<file path="src/rtl/ddr0_wr_arb_if.sv">
// rtl/ddr0_wr_arb_if.sv - AXI4 write-channel (AW/W/B) bundle for the ddr0 write arbiter
interface ddr0_wr_arb_if #(
    parameter int ADDR_WIDTH = 42,
    parameter int DATA_WIDTH = 256,
    parameter int WSTRB_W    = DATA_WIDTH / 8,
    parameter int LEN_W      = 8
);
    logic [ADDR_WIDTH-1:0] awaddr;
    logic [LEN_W-1:0]      awlen;
    logic [2:0]            awsize;
    logic [1:0]            awburst;
    logic                  awvalid;
    logic                  awready;
    logic [DATA_WIDTH-1:0] wdata;
    logic [WSTRB_W-1:0]    wstrb;
    logic                  wlast;
    logic                  wvalid;
    logic                  wready;
    logic [1:0]            bresp;
    logic                  bvalid;
    logic                  bready;

    modport master (
        output awaddr, awlen, awsize, awburst, awvalid,
        input  awready,
        output wdata, wstrb, wlast, wvalid,
        input  wready,
        input  bresp, bvalid,
        output bready
    );

    modport slave (
        input  awaddr, awlen, awsize, awburst, awvalid,
        output awready,
        input  wdata, wstrb, wlast, wvalid,
        output wready,
        output bresp, bvalid,
        input  bready
    );
endinterface

</file>
<file path="src/rtl/ddr0_wr_arb.sv">
// rtl/ddr0_wr_arb.sv - two-requester burst-granular AXI4 write arbiter for cl_ddr0 (option macro: DDR0_WR_ARB_FIXED_PRIO_EN)
module ddr0_wr_arb #(
    parameter int ADDR_WIDTH = 42,
    parameter int DATA_WIDTH = 256,
    parameter int WSTRB_W    = DATA_WIDTH / 8,
    parameter int LEN_W      = 8
) (
    input  logic          clk,
    input  logic          reset,
    ddr0_wr_arb_if.slave  s0,
    ddr0_wr_arb_if.slave  s1,
    ddr0_wr_arb_if.master m,
    output logic          o_grant,
    output logic          o_busy,
    output logic          o_len_err
);
    typedef enum logic [1:0] {IDLE, ADDR, DATA, RESP} state_t;

    localparam logic [LEN_W:0] BEAT_ONE = {{LEN_W{1'b0}}, 1'b1};

    state_t            state;
    logic              rr_last;
    logic [LEN_W-1:0]  len_q;
    logic [LEN_W:0]    beat_cnt;

    logic [ADDR_WIDTH-1:0] awaddr_mux;
    logic [LEN_W-1:0]      awlen_mux;
    logic [2:0]            awsize_mux;
    logic [1:0]            awburst_mux;
    logic                  awvalid_mux;
    logic [DATA_WIDTH-1:0] wdata_mux;
    logic [WSTRB_W-1:0]    wstrb_mux;
    logic                  wlast_mux;
    logic                  wvalid_mux;
    logic                  bready_mux;

    logic both_req;
    logic winner;
    logic awvalid_out;
    logic wvalid_out;
    logic bready_out;
    logic aw_hs;
    logic w_hs;
    logic b_hs;
    logic beat_is_last;

    // Select the granted requester's payload and handshake inputs
    always_comb begin
        if (o_grant) begin
            awaddr_mux  = s1.awaddr;
            awlen_mux   = s1.awlen;
            awsize_mux  = s1.awsize;
            awburst_mux = s1.awburst;
            awvalid_mux = s1.awvalid;
            wdata_mux   = s1.wdata;
            wstrb_mux   = s1.wstrb;
            wlast_mux   = s1.wlast;
            wvalid_mux  = s1.wvalid;
            bready_mux  = s1.bready;
        end else begin
            awaddr_mux  = s0.awaddr;
            awlen_mux   = s0.awlen;
            awsize_mux  = s0.awsize;
            awburst_mux = s0.awburst;
            awvalid_mux = s0.awvalid;
            wdata_mux   = s0.wdata;
            wstrb_mux   = s0.wstrb;
            wlast_mux   = s0.wlast;
            wvalid_mux  = s0.wvalid;
            bready_mux  = s0.bready;
        end
    end

    // Pick the next owner: round-robin on a tie, or requester 0 when fixed priority is built in
    always_comb begin
        both_req = s0.awvalid && s1.awvalid;
`ifdef DDR0_WR_ARB_FIXED_PRIO_EN
        winner = both_req ? 1'b0 : s1.awvalid;
`else
        winner = both_req ? ~rr_last : s1.awvalid;
`endif
    end

    // Valids are gated by phase so W can never precede its accepted AW
    assign awvalid_out  = (state == ADDR) && awvalid_mux;
    assign wvalid_out   = (state == DATA) && wvalid_mux;
    assign bready_out   = (state == RESP) && bready_mux;
    assign aw_hs        = awvalid_out && m.awready;
    assign w_hs         = wvalid_out && m.wready;
    assign b_hs         = bready_out && m.bvalid;
    assign beat_is_last = (beat_cnt == {1'b0, len_q});

    assign m.awaddr  = awaddr_mux;
    assign m.awlen   = awlen_mux;
    assign m.awsize  = awsize_mux;
    assign m.awburst = awburst_mux;
    assign m.awvalid = awvalid_out;
    assign m.wdata   = wdata_mux;
    assign m.wstrb   = wstrb_mux;
    assign m.wlast   = wlast_mux;
    assign m.wvalid  = wvalid_out;
    assign m.bready  = bready_out;

    assign s0.awready = (state == ADDR) && !o_grant && m.awready;
    assign s0.wready  = (state == DATA) && !o_grant && m.wready;
    assign s0.bvalid  = (state == RESP) && !o_grant && m.bvalid;
    assign s0.bresp   = ((state == RESP) && !o_grant) ? m.bresp : 2'b00;

    assign s1.awready = (state == ADDR) && o_grant && m.awready;
    assign s1.wready  = (state == DATA) && o_grant && m.wready;
    assign s1.bvalid  = (state == RESP) && o_grant && m.bvalid;
    assign s1.bresp   = ((state == RESP) && o_grant) ? m.bresp : 2'b00;

    assign o_busy = (state != IDLE);

    // Burst FSM: arbitrate, pass AW, count W beats, pass B, then release the grant
    always_ff @(posedge clk or negedge reset) begin
        if (!reset) begin
            state     <= IDLE;
            o_grant   <= 1'b0;
            rr_last   <= 1'b1;
            len_q     <= '0;
            beat_cnt  <= '0;
            o_len_err <= 1'b0;
        end else begin
            case (state)
                IDLE: begin
                    if (s0.awvalid || s1.awvalid) begin
                        o_grant <= winner;
                        state   <= ADDR;
                    end
                end
                ADDR: begin
                    if (aw_hs) begin
                        len_q    <= awlen_mux;
                        beat_cnt <= '0;
                        state    <= DATA;
                    end
                end
                DATA: begin
                    if (w_hs) begin
                        if (beat_cnt != '1) begin
                            beat_cnt <= beat_cnt + BEAT_ONE;
                        end
                        if (wlast_mux != beat_is_last) begin
                            o_len_err <= 1'b1;
                        end
                        if (wlast_mux) begin
                            state <= RESP;
                        end
                    end
                end
                RESP: begin
                    if (b_hs) begin
                        rr_last <= o_grant;
                        state   <= IDLE;
                    end
                end
                default: state <= IDLE;
            endcase
        end
    end
endmodule

</file>
<file path="src/flat_wrapper.sv">
// flat-port wrapper written by rule: the top's interface ports become plain ports
module ddr0_wr_arb_flat 
#(
    parameter int ADDR_WIDTH = 42,
    parameter int DATA_WIDTH = 256,
    parameter int WSTRB_W    = DATA_WIDTH / 8,
    parameter int LEN_W      = 8
)
  (clk, reset, o_grant, o_busy, o_len_err, s0_awaddr, s0_awlen, s0_awsize, s0_awburst, s0_awvalid, s0_awready, s0_wdata, s0_wstrb, s0_wlast, s0_wvalid, s0_wready, s0_bresp, s0_bvalid, s0_bready, s1_awaddr, s1_awlen, s1_awsize, s1_awburst, s1_awvalid, s1_awready, s1_wdata, s1_wstrb, s1_wlast, s1_wvalid, s1_wready, s1_bresp, s1_bvalid, s1_bready, m_awaddr, m_awlen, m_awsize, m_awburst, m_awvalid, m_awready, m_wdata, m_wstrb, m_wlast, m_wvalid, m_wready, m_bresp, m_bvalid, m_bready);
  ddr0_wr_arb_if #(.ADDR_WIDTH(ADDR_WIDTH), .DATA_WIDTH(DATA_WIDTH), .WSTRB_W(WSTRB_W), .LEN_W(LEN_W)) s0_i ();
  ddr0_wr_arb_if #(.ADDR_WIDTH(ADDR_WIDTH), .DATA_WIDTH(DATA_WIDTH), .WSTRB_W(WSTRB_W), .LEN_W(LEN_W)) s1_i ();
  ddr0_wr_arb_if #(.ADDR_WIDTH(ADDR_WIDTH), .DATA_WIDTH(DATA_WIDTH), .WSTRB_W(WSTRB_W), .LEN_W(LEN_W)) m_i ();
  input  logic clk;
  input  logic reset;
  output logic o_grant;
  output logic o_busy;
  output logic o_len_err;
  input wire logic [$bits(s0_i.awaddr)-1:0] s0_awaddr;
  input wire logic [$bits(s0_i.awlen)-1:0] s0_awlen;
  input wire logic [$bits(s0_i.awsize)-1:0] s0_awsize;
  input wire logic [$bits(s0_i.awburst)-1:0] s0_awburst;
  input wire logic [$bits(s0_i.awvalid)-1:0] s0_awvalid;
  output wire logic [$bits(s0_i.awready)-1:0] s0_awready;
  input wire logic [$bits(s0_i.wdata)-1:0] s0_wdata;
  input wire logic [$bits(s0_i.wstrb)-1:0] s0_wstrb;
  input wire logic [$bits(s0_i.wlast)-1:0] s0_wlast;
  input wire logic [$bits(s0_i.wvalid)-1:0] s0_wvalid;
  output wire logic [$bits(s0_i.wready)-1:0] s0_wready;
  output wire logic [$bits(s0_i.bresp)-1:0] s0_bresp;
  output wire logic [$bits(s0_i.bvalid)-1:0] s0_bvalid;
  input wire logic [$bits(s0_i.bready)-1:0] s0_bready;
  input wire logic [$bits(s1_i.awaddr)-1:0] s1_awaddr;
  input wire logic [$bits(s1_i.awlen)-1:0] s1_awlen;
  input wire logic [$bits(s1_i.awsize)-1:0] s1_awsize;
  input wire logic [$bits(s1_i.awburst)-1:0] s1_awburst;
  input wire logic [$bits(s1_i.awvalid)-1:0] s1_awvalid;
  output wire logic [$bits(s1_i.awready)-1:0] s1_awready;
  input wire logic [$bits(s1_i.wdata)-1:0] s1_wdata;
  input wire logic [$bits(s1_i.wstrb)-1:0] s1_wstrb;
  input wire logic [$bits(s1_i.wlast)-1:0] s1_wlast;
  input wire logic [$bits(s1_i.wvalid)-1:0] s1_wvalid;
  output wire logic [$bits(s1_i.wready)-1:0] s1_wready;
  output wire logic [$bits(s1_i.bresp)-1:0] s1_bresp;
  output wire logic [$bits(s1_i.bvalid)-1:0] s1_bvalid;
  input wire logic [$bits(s1_i.bready)-1:0] s1_bready;
  output wire logic [$bits(m_i.awaddr)-1:0] m_awaddr;
  output wire logic [$bits(m_i.awlen)-1:0] m_awlen;
  output wire logic [$bits(m_i.awsize)-1:0] m_awsize;
  output wire logic [$bits(m_i.awburst)-1:0] m_awburst;
  output wire logic [$bits(m_i.awvalid)-1:0] m_awvalid;
  input wire logic [$bits(m_i.awready)-1:0] m_awready;
  output wire logic [$bits(m_i.wdata)-1:0] m_wdata;
  output wire logic [$bits(m_i.wstrb)-1:0] m_wstrb;
  output wire logic [$bits(m_i.wlast)-1:0] m_wlast;
  output wire logic [$bits(m_i.wvalid)-1:0] m_wvalid;
  input wire logic [$bits(m_i.wready)-1:0] m_wready;
  input wire logic [$bits(m_i.bresp)-1:0] m_bresp;
  input wire logic [$bits(m_i.bvalid)-1:0] m_bvalid;
  output wire logic [$bits(m_i.bready)-1:0] m_bready;
  assign s0_i.awaddr = s0_awaddr;
  assign s0_i.awlen = s0_awlen;
  assign s0_i.awsize = s0_awsize;
  assign s0_i.awburst = s0_awburst;
  assign s0_i.awvalid = s0_awvalid;
  assign s0_awready = s0_i.awready;
  assign s0_i.wdata = s0_wdata;
  assign s0_i.wstrb = s0_wstrb;
  assign s0_i.wlast = s0_wlast;
  assign s0_i.wvalid = s0_wvalid;
  assign s0_wready = s0_i.wready;
  assign s0_bresp = s0_i.bresp;
  assign s0_bvalid = s0_i.bvalid;
  assign s0_i.bready = s0_bready;
  assign s1_i.awaddr = s1_awaddr;
  assign s1_i.awlen = s1_awlen;
  assign s1_i.awsize = s1_awsize;
  assign s1_i.awburst = s1_awburst;
  assign s1_i.awvalid = s1_awvalid;
  assign s1_awready = s1_i.awready;
  assign s1_i.wdata = s1_wdata;
  assign s1_i.wstrb = s1_wstrb;
  assign s1_i.wlast = s1_wlast;
  assign s1_i.wvalid = s1_wvalid;
  assign s1_wready = s1_i.wready;
  assign s1_bresp = s1_i.bresp;
  assign s1_bvalid = s1_i.bvalid;
  assign s1_i.bready = s1_bready;
  assign m_awaddr = m_i.awaddr;
  assign m_awlen = m_i.awlen;
  assign m_awsize = m_i.awsize;
  assign m_awburst = m_i.awburst;
  assign m_awvalid = m_i.awvalid;
  assign m_i.awready = m_awready;
  assign m_wdata = m_i.wdata;
  assign m_wstrb = m_i.wstrb;
  assign m_wlast = m_i.wlast;
  assign m_wvalid = m_i.wvalid;
  assign m_i.wready = m_wready;
  assign m_i.bresp = m_bresp;
  assign m_i.bvalid = m_bvalid;
  assign m_bready = m_i.bready;
  ddr0_wr_arb #(.ADDR_WIDTH(ADDR_WIDTH), .DATA_WIDTH(DATA_WIDTH), .WSTRB_W(WSTRB_W), .LEN_W(LEN_W)) u_core (.clk(clk), .reset(reset), .s0(s0_i), .s1(s1_i), .m(m_i), .o_grant(o_grant), .o_busy(o_busy), .o_len_err(o_len_err));
endmodule
</file>
<file path="config.mk">
export PLATFORM = sky130hd
export DESIGN_NAME = ddr0_wr_arb_flat
export DESIGN_NICKNAME = d
export VERILOG_FILES = /design/src/rtl/ddr0_wr_arb_if.sv /design/src/rtl/ddr0_wr_arb.sv /design/src/flat_wrapper.sv
export SDC_FILE = /design/constraint.sdc
export NUM_CORES = 1
export LEC_CHECK = 0
export ABC_CLOCK_PERIOD_IN_PS = 2900
export BUFFER_PORTS_ARGS = -buffer_cell sky130_fd_sc_hd__buf_2
export CAP_MARGIN = 0
export CELL_PAD_IN_SITES_DETAIL_PLACEMENT = 1
export CELL_PAD_IN_SITES_GLOBAL_PLACEMENT = 2
export CORE_AREA = 2 2 411 413
export CTS_CLUSTER_SIZE = 16
export DETAILED_ROUTE_END_ITERATION = 10
export DIE_AREA = 0 0 413 415
export PLACE_DENSITY = 0.34
export SLEW_MARGIN = 20
export SYNTH_ARGS = -nofsm -noshare
export SYNTH_HDL_FRONTEND = slang
export SYNTH_SLANG_ARGS = --single-unit
export TNS_END_PERCENT = 30
</file>
<file path="constraint.sdc">
create_clock -name clk -period 2.9 [get_ports clk]
set_input_delay 0.725 -clock clk [delete_from_list [all_inputs] [get_ports clk]]
set_output_delay 0.725 -clock clk [all_outputs]
set_load 0.05 [all_outputs]
</file>
; ---- After elaboration in Yosys (flattened, before gate mapping)
; Cells that the tools add are included.
[word_totals]
register_bits = 22
latchBits = 0
ramBits = 0
romBits = 0
word_cells = 73
n_memories = 0
[op_classes]
add_sub_neg = 1
multipliers = 0
div_mod_pow = 0
order_cmp = 0
n_eq_ne = 12
shifts = 0
muxes = 23
bitwise = 1
n_reduce_logical = 30
[op_table]
columns = cell, count
row1 = 2-to-1 mux 256 bit, 1
row2 = 2-to-1 mux 42 bit, 1
row3 = 2-to-1 mux 32 bit, 1
row4 = 2-to-1 mux 9 bit, 3
row5 = logical AND 1 bit, 19
row6 = case mux 9 bit (2 select lines), 1
row7 = 2-to-1 mux 2 bit, 8
row8 = inequality test 2 x 1 -> 1 bit (second input constant), 5
row9 = adder 9 x 1 -> 9 bit (second input constant), 1
row10 = equality test 9 x 8 -> 1 bit, 1
row11 = inequality test 9 bit (second input constant), 1
row12 = 2-to-1 mux 8 bit, 1
row13 = case mux 2 bit (4 select lines), 1
row14 = AND reduction 2 bit, 3
row15 = 2-to-1 mux 1 bit, 5
row16 = AND reduction 5 bit, 1
row17 = equality test 2 bit (second input constant), 2
row18 = AND reduction 4 bit, 1
row19 = nonzero test 2 bit, 2
row20 = 2-to-1 mux 3 bit, 1
row21 = AND reduction 3 bit, 1
row22 = equality test 2 x 1 -> 1 bit (second input constant), 1
row23 = zero test 2 bit, 1
row24 = inequality test 2 bit (second input constant), 1
row25 = other kinds (4), 4

; ---- Depth between registers and ports, before layout
[logic_depth]
depth_word = 5
ltp_mapped = 8
mapped_depth_nobuf = 8

; ---- Worst setup path after synthesis
; Ideal clock, no wire load.
[synth_timing]
path_type = register to output
from = register u_core.o_grant
to = output port m_awaddr[13]
arrival_ns = 2.141
t_required_ns = 2.175
setup_slack_ns = 0.034
path_stages_with_launch = 6
n_path_buf = 4
cell_sequence = dfrtp_1 buf_4 buf_2 buf_1 buf_2 mux2_2
[synth_between]
elab_chain_len = 1
[synth_lines]
columns = item, line
row1 = start: declaration, ddr0_wr_arb.sv:13  ; output logic o_grant,
row2 = start signal: assignment, ddr0_wr_arb.sv:129  ; o_grant <= winner;
row3 = 2-to-1 mux 42 bit, ddr0_wr_arb.sv:49  ; if (o_grant) begin
row4 = end: declaration, flat_wrapper.sv:46  ; output wire logic [$bits(m_i.awaddr)-1:0] m_awaddr;
; Every way passes these cells.

; ---- Final worst setup path
[layout_timing]
from = register u_core.o_grant
to = output port m_wdata[176]
[layout_between]
elab_chain_len = 1
[layout_lines]
columns = item, line
row1 = 2-to-1 mux 256 bit, ddr0_wr_arb.sv:49
row2 = end: declaration, flat_wrapper.sv:52  ; output wire logic [$bits(m_i.wdata)-1:0] m_wdata;
; Every way passes these cells.

==> summary.md <==
| Metric | Value |
|---|---|
| Outcome | completed |
| Clock Skew | between 3 and 4 ps |
| Final Cell Area | 0.0138 mm2 |
| CTS root buf | clkbuf_16 |
| Area leader, netlist | mux2_2 |
| Syn Nets | about 1,200 |
| GRT Overall Usage | 0.0954 |
| Pwr/cell area | between 1000 and 1500 mW/mm2 |
| CP endpoint | m_wdata[176] |
| Minimum clock period | between 2000 and 3000 ps |
| Worst setup SP type | register |
| Yosys cell types | 41 |
| Hold-fix buffers at CTS | 0 |
| Chip Height | ~420 um |
| Synth Register Bits | 22 |
| CTS Buffer Depth | 2 |
| Area growth, synth to finish | 155% |
| Slew margin rel. | 0.584 |
| Final ANT Viol Nets | 0 |
| DR iter-0 viols | between 200 and 300 |
| Leading cell types in the layout, fill and taps excluded | 1,057 x buf_2, 353 x mux2_2, 20 x buf_4, 20 x dfrtp_1, 11 x buf_12 |
| Critical path origin | u_core.o_grant |
| Sequential area share after synthesis | 0.102 |
| Largest net degree at the start of global routing | 55 |
| H-tree depth | 1 |
| Synth Area per Inst | between 10 and 15 um2 |
| Total global routing overflow | 0 |
| First-pass GRT wire length | around 110,000 um |
| Final Hold Fails | 0 |
| I/O Buffers | roughly 1,100 |
| Setup TNS | 0 ps |
| Clock Sinks | 22 |
| Gates resized, CTS repair | 0 |
| TritonCTS clock tree | done |
| WP data required | 2170 ps |
| R2r endpoint | u_core.beat_cnt[7] |
| Layout cell share with drive strength beyond 1 | 0.925 |
| Pleak | approximately 0.0064 uW |
| Core Region | around 0.17 mm2 |
| Crit path DAT | ~2000 ps |
| Final #Nets | around 2,300 |
| F_max | between 300 and 400 MHz |
| Area share of the largest cell type after synthesis | 0.735 |
| Worst setup EP type | output port |
| Fillers | approximately 20,000 |
| Gpl congestion | a little over 0.8 |
| CTS buffer count | 3 |
| Post-CTS Setup Repair Bufs | 0 |
| Slew Viols, Final | 0 |
| Hold crit path type | primary input to async pin |
| Clock transition at the registers of the reported paths | 70 ps |
| Setup-failing EPs final | 0 |
| Hpwl dp | between 80,000 and 90,000 um |
| Most common cell after layout, fill and taps aside | buf_2 |
| R2R cell count | 8 |
| Worst Tran Pin Value | about 620 ps |
| Wire length per cell | about 23 um |
| Critical path class | register to output port |
| Worst-Skew Late Latency | between 200 and 300 ps |
| Vias/cell | about 2.3 |
| Reg2reg start | u_core.beat_cnt[0] |
| # Max-Cap Violations | 0 |
| R2R Setup Slk | around 520 ps |
| Largest fanout on the critical path | 54 |
| DP Area | 0.0137 mm2 |
| Initial antenna violation count | 99 |
| DIE WIDTH | 413 um |
| Final worst-path cycle share | 0.941 |
| Synth warn | 0 |
| Die area | 0.171 mm2 |
| Cells after Synth | about 520 |
| RSZ-0062 raised after global routing | false |
| Post-Syn Area | ~0.0054 mm2 |
| VDD IR max | around 360 uV |
| Vias | slightly below 9,000 |
| Vias in the first global route | 9,307 |
| Drt first pass iters | 6 |
| Final wirelength | approximately 87,000 um |
| Initial Utilization | 0.0325 |
| Remaining DRCs | 0 |
| Num rows | 150 |
| Main area contributors after synthesis | mux2_2 73%, dfrtp_1 9.7%, clkbuf_1 2.4%, ha_1 1.4%, xor2_1 1.3% |
| I/O pins | about 1,100 |
[critical path, cell delays in order, from the launching register on]
cell	delay (ps)
dfrtp_4	440
buf_12	280
buf_12	310
mux2_2	380
buf_2	220
[where the power goes]
| group | total [uW] | switching [uW] | internal (uW) |
|---|---|---|---|
| Sequential | 589 | 145 | 445 |
| Clock | 346 | 134 | 212 |
| Combinational | 12900 | 9010 | 3870 |
| Total | 13800 | 9290 | 4520 |
[metrics by stage]
step / instances / setup slack [ps] / power, uW / hold slack (ps) / util
after floorplan: 519 / 34.1 / 9790 / 429 / -
after global placement: 3769 / 449 / 13800 / 515 / 0.0820
after detailed placement: 3769 / 427 / 13700 / 525 / 0.0820
after CTS: 3773 / 122 / 14100 / 490 / 0.0825
after global routing: 3773 / 74.8 / 14600 / 516 / 0.0825
final: 3792 / 173 / 13800 / 466 / 0.0828
[synthesized netlist by cell type]
cell type  count
mux2_2       353
clkbuf_1      35
dfrtp_1       21
nand2_1        9
nor2_1         8
xor2_1         8
a21oi_1        7
and3_1         7
ha_1           6
inv_1          6
nand3_1        5
buf_2          4
mux2i_1        4
nor2b_1        4
o31ai_1        4
or4_1          4
a211o_1        2
a22o_1         2
and2_1         2
and3b_1        2
buf_1          2
nand4_1        2
nor3_1         2
nor4_1         2
or3_1          2
a21bo_2        1
a21o_1         1
a221o_1        1
a32o_1         1
and4_1         1
buf_4          1
dfstp_2        1
mux2_1         1
mux2_4         1
mux2i_2        1
nand2b_1       1
o21ai_0        1
o21bai_1       1
o32a_4         1
o32ai_1        1
or3b_1         1
[routing by layer]
layer,GRT usage,part of all wire
met1,0.110,0.39
met2,0.179,0.51
met3,0.0296,0.087
met4,0.00345,0.015
met5,0,0.00061
[registers in the layout (all words and copies together) (netlist names)]
| name | count |
|---|---|
| u_core.beat_cnt | 9 |
| u_core.len_q | 8 |
| u_core.o_grant | 1 |
| u_core.o_len_err | 1 |
| u_core.rr_last | 1 |
| u_core.state | 2 |
[worst min path at each step]
stage / start / slack, ps / depth (start not counted) / end
floorplan: reset / 430 / 0 / u_core.beat_cnt[0]
global placement: u_core.len_q[3] / 520 / 1 / u_core.len_q[3]
detailed placement: u_core.len_q[3] / 530 / 1 / u_core.len_q[3]
CTS: reset / 490 / 1 / u_core.beat_cnt[2]
global route: reset / 520 / 1 / u_core.o_len_err
finish: reset / 470 / 1 / u_core.o_len_err
[kinds of logic after synthesis]
group,after synthesis,share of synthesized area
buf+inv,48,0.0349
flops,22,0.102
fa+ha+maj,6,0.0139
compound gates,23,0.0335
mux,360,0.749
xor+xnor,8,0.0129
simple gates,52,0.0534
[layout make-up]
class	count	area [um2]	area share
sequential	22	556	0.0402
antenna	19	47.5	0.00344
inverter	6	22.5	0.00163
clock buffer	4	88.8	0.00644
tap	2204	2760	0.200
multi-input combinational	449	4670	0.338
timing repair buffer	1088	5660	0.410
Power figures use the tool's default switching activity.
